### src/rtl/sid_pot.sv
// SID paddle/POT sampling engine: 512-tick discharge/charge measurement period
// with per-channel charge-time counters, published once per period.

package sid;
  typedef logic [8:0] reg9_t;

  typedef struct packed {
    logic [1:0] charged;   // bit 0 = X, bit 1 = Y
  } pot_i_t;

  typedef struct packed {
    logic discharge;       // 1 = capacitors shorted
  } pot_o_t;

  typedef struct packed {
    logic [1:0][7:0] xy;   // xy[0] = POTX, xy[1] = POTY
  } pot_reg_t;
endpackage

module sid_pot (
  input  logic          clk,
  input  logic          rst,
  input  logic          tick,
  input  sid::pot_i_t   pot_i,
  output sid::pot_o_t   pot_o,
  output sid::pot_reg_t pot,
  output logic          updated
);

  logic [1:0]      chg_meta;
  logic [1:0]      chg_s;
  sid::reg9_t      pos;
  sid::reg9_t      pos_nxt;
  logic [1:0][7:0] cnt;
  logic [1:0][7:0] cnt_nxt;
  logic [1:0]      done;
  logic [1:0]      done_nxt;
  logic            charge_phase;
  logic            last_pos;

  assign charge_phase = pos[8];
  assign last_pos     = (pos == 9'd511);
  assign pos_nxt      = pos + 9'd1;

  // The comparators are asynchronous to clk, so they are synchronised on
  // every clk rather than only on tick.
  always_ff @(posedge clk) begin
    if (rst) begin
      chg_meta <= 2'b00;
      chg_s    <= 2'b00;
    end else begin
      chg_meta <= pot_i.charged;
      chg_s    <= chg_meta;
    end
  end

  // Per-channel counter update for the current tick. done latches the first
  // observed charge so a later comparator drop cannot resume counting.
  always_comb begin
    cnt_nxt  = cnt;
    done_nxt = done;
    for (int i = 0; i < 2; i++) begin
      if (!charge_phase) begin
        cnt_nxt[i]  = 8'd0;
        done_nxt[i] = 1'b0;
      end else if (chg_s[i]) begin
        done_nxt[i] = 1'b1;
      end else if (!done[i] && (cnt[i] != 8'hff)) begin
        cnt_nxt[i] = cnt[i] + 8'd1;
      end
    end
  end

  always_ff @(posedge clk) begin
    if (rst) begin
      pos             <= '0;
      cnt             <= '0;
      done            <= 2'b00;
      pot_o.discharge <= 1'b1;
      pot.xy          <= '0;
      updated         <= 1'b0;
    end else begin
      updated <= 1'b0;
      if (tick) begin
        pos             <= pos_nxt;
        cnt             <= cnt_nxt;
        done            <= done_nxt;
        // Discharge is asserted for the whole lower half of the next period.
        pot_o.discharge <= ~pos_nxt[8];
        if (last_pos) begin
          pot.xy  <= cnt_nxt;
          updated <= 1'b1;
        end
      end
    end
  end

endmodule

### config.mk
export PLATFORM = sky130hd
export DESIGN_NAME = sid_pot
export DESIGN_NICKNAME = d
export VERILOG_FILES = /design/src/rtl/sid_pot.sv
export SDC_FILE = /design/constraint.sdc
export NUM_CORES = 1
export LEC_CHECK = 0
export ABC_CLOCK_PERIOD_IN_PS = 2800
export CORE_MARGIN = 3
export CORE_UTILIZATION = 56
export DETAILED_ROUTE_END_ITERATION = 10
export GPL_ROUTABILITY_DRIVEN = 0
export GPL_TIMING_DRIVEN = 1
export PLACE_DENSITY = 0.8
export SYNTH_ARGS = -nofsm -noshare
export SYNTH_HDL_FRONTEND = slang
export SYNTH_SLANG_ARGS = --single-unit
### constraint.sdc
create_clock -name clk -period 2.8 [get_ports clk]
set_clock_uncertainty 0.15 [all_clocks]
set_input_delay 0.42 -clock clk [delete_from_list [all_inputs] [get_ports clk]]
set_output_delay 0.42 -clock clk [all_outputs]
set_load 0.05 [all_outputs]
==> impl_metrics.py <==
metrics = {
    "run_status": {
        "status": "finished clean",
    },
    "logic_synthesis": {
        "syn-cell-area_mm2": 0.00228,
        "synth_xor_area_share_pct": 4.22,
        "synth-compound-area-share_pct": 19.6,
        "avgSynthCellArea_um2": 8.69,
        "synth-edff-count": 0,
        "yosysSeqAreaShare_pct": 42.9,
        "yosys.area_share.simple_pct": 25.1,
        "synth_top_cell_area_share_pct": 42.9,
        "yosysWarnings": 0,
        "synth_fa_ha_area_share_pct": 2.19,
        "synthesis.nets": 272,
        "synth_mux_area_share_pct": 2.19,
        "ys_types": 48,
        "ys_async_sr_fraction_pct": 0,
        "ys_ff_latch": 49,
        "synth_flop_cell": "dfxtp_1",
        "yosys-top-cells-area": "dfxtp_1 (43%), nand2_1 (4.8%), o21ai_0 (4.4%)",
        "synth_cells": 263,
        "netlist.top_cell.by_area": "dfxtp_1",
        "synth_top_family_by_area": "simple AND/OR/NAND/NOR gates",
    },
    "power_and_ir_drop": {
        "leakagePower_nw": 0.900,
        "ir_worst_vdd_uv": 371,
        "power.density_mw_per_mm2": 439,
    },
    "die": {
        "ioPinCount": 23,
        "die_w_um": 69.9,
        "chipHeight_um": 69.9,
        "dieArea_mm2": 0.00488,
        "coreArea_mm2": 0.00380,
        "num_rows": 22,
        "initial_core_util_pct": 60.1,
    },
    "critical_path": {
        "critical_path.most_common_cell": "ha_1",
        "slowest_delay_ps": 840,
        "worstPathArrival_ps": 2310,
        "crit_path_start_kind": "flop",
        "path_class": "flop to flop",
        "critPathLaunch": "pos[0]",
        "end_kind": "flop",
        "crit_slowest_cell": "a21oi_1",
        "cp_cell_sequence": "ha_1 > nand3_1 > nor2_1 > ha_1 > a21oi_1 > a22o_1",
        "reg2reg_from": "pos[0]",
        "cp_max_fo": 13,
        "required_ps": 2900,
    },
    "drt": {
        "drtIter0Drc": 136,
        "dr.pass1.iters": 4,
        "via_count": 1996,
        "drt_wl_total_um": 4930,
        "viasPerCell": 6.01,
        "wire_per_inst_um": 14.8,
        "drc": 0,
        "antenna_left": 0,
    },
    "grt": {
        "antenna_found_initial": 0,
        "grt_max_degree": 29,
        "grt_pass1_wl_um": 8170,
        "grt_pass1_vias": 1768,
        "grt_usage_pct": 20.4,
        "grt-ovfl-total": 0,
    },
    "sta": {
        "fin_crit_ps": 2220,
        "relSlewSlack_pct": 29.7,
        "tightest_slew_ps": 1050,
        "drv_slew": 0,
        "fmax_ghz": 0.451,
        "hold_viol": 0,
        "whs_ps": 295,
        "rsz0062_at_grt": "no",
        "finalCritPeriodShare_pct": 79.1,
        "finalSetupViolations": 0,
        "setup-tns-final_ps": 0,
    },
    "clocking": {
        "cts_buffers": 5,
        "clockRootBuffer": "clkbuf_8",
        "insertion_delay_ps": 300,
        "hold_buffers": 0,
        "cts_tree": "built",
        "cts.repair.resized": 0,
        "clock_path_buffers": 2,
        "htreeDepth": 2,
        "cts_setup_buffers": 0,
        "cts_sinks": 49,
        "path_clk_slew_ps": 80,
    },
    "place": {
        "numPortBuffers": 22,
        "hpwl_um": 3460,
    },
    "flow_run": {
        "maxCapViolations": 0,
    },
    "finish": {
        "num-nets-final": 292,
        "diodes": 0,
        "area_growth_pct": 14.7,
        "drive_gt1_share_pct": 6.34,
    },
    "hold_path": {
        "hold_start": "chg_meta[0]",
        "hp-class": "flop to flop",
    },
}
## where the power goes
part	total, W	leakage, nW	switching (W)	internal [W]
sequential	0.000707	0.396	0.00000464	0.000702
combinational	0.0000507	0.464	0.0000296	0.0000211
clock	0.000394	0.0395	0.000216	0.000178
## worst max-delay path: cells and delay by family (launching register included)
family | cells | cell delay, ps
AOI/OAI and AO/OA | 2 | 1100
adders and majority gates | 2 | 440
DFF | 1 | 340
and+or+nand+nor | 2 | 130
## cell usage in the layout (no fill, tap or decap), drive strengths merged, types with 2 or more instances in the layout
master,instances
clkbuf,8
nand3,8
nor3,3
a21o,3
nor2,18
a21oi,16
and3,2
ha,4
buf,6
nand2b,9
xnor2,2
nor2b,4
nand4b,2
a41o,2
o21ai,24
mux2i,5
nand2,29
nand4,8
clkdlybuf4s50,22
xor2,9
or3,7
and4,2
or4b,2
dfxtp,49
a31oi,6
and4bb,3
or4,4
a211o,3
a211oi,4
o31ai,2
o211ai,2
inv,5
## layout make-up
class	count	area (um2)
timing repair buffer	28	265
sequential	49	981
multi-input combinational	194	1220
clock buffer	8	80.1
inverter	5	18.8
fill	332	1180
tap	48	60.1
## cell usage after synthesis (2+ instances only)
| cell | n |
|---|---|
| a31oi_1 | 6 |
| or4b_1 | 2 |
| a211oi_1 | 4 |
| or3_1 | 7 |
| nor2b_1 | 4 |
| buf_2 | 7 |
| clkbuf_1 | 6 |
| nor2_1 | 18 |
| mux2i_1 | 5 |
| a21o_1 | 3 |
| nand2b_1 | 9 |
| o31ai_1 | 2 |
| nor3_1 | 3 |
| nand3_1 | 8 |
| xnor2_1 | 2 |
| ha_1 | 4 |
| and3_1 | 2 |
| or4_1 | 4 |
| inv_1 | 5 |
| a21oi_1 | 16 |
| o21ai_0 | 20 |
| o21ai_1 | 3 |
| o211ai_1 | 2 |
| dfxtp_1 | 49 |
| a211o_1 | 3 |
| and4_1 | 2 |
| and4bb_2 | 2 |
| xor2_1 | 9 |
| nand4_1 | 8 |
| a41o_1 | 2 |
| nand2_1 | 29 |
## metrics by stage
step                std cells  instance area [um2]  total power [W]  utilization (%)  setup WS [ps]
finish                    332                 2620          0.00115             69.0            585
global route              332                 2620          0.00119             69.0            415
CTS                       332                 2620          0.00116             69.0            583
detailed placement        324                 2540         0.000774             66.9            413
global placement          324                 2540         0.000772             66.9            496
floorplan                 263                 2280         0.000756                -            864
## logic make-up after synthesis
logic type / count (synthesis)
flip-flops: 49
multiplexers: 5
AO/OA/AOI/OAI: 70
buffers and inverters: 20
AND/OR/NAND/NOR: 104
adder cells (fa/ha/maj): 4
XOR/XNOR: 11
## routing by layer
metal  global-route usage, %  vias up  part of all wire [%]
met5                       0        -                     0
met3                    4.32       11                   4.8
met2                    31.6       45                    47
li1                        -      992                     -
met1                    27.8      948                    47
met4                    8.09        0                   1.6
## worst paths after layout
path                                 end  slack (ps)  cells after the start
worst max-delay path              pot[4]         580                      6
worst min-delay path            chg_s[0]         300                      1
worst max register to register    pot[4]         580                      6
worst min register to register  chg_s[0]         300                      1
## state kept, by name, summed over array words and instances, names as in the netlist
name / count
pot_o: 1
cnt: 16
chg_meta: 2
updated: 1
pos: 9
pot: 16
chg_s: 2
done: 2
Power figures use the tool's default switching activity.
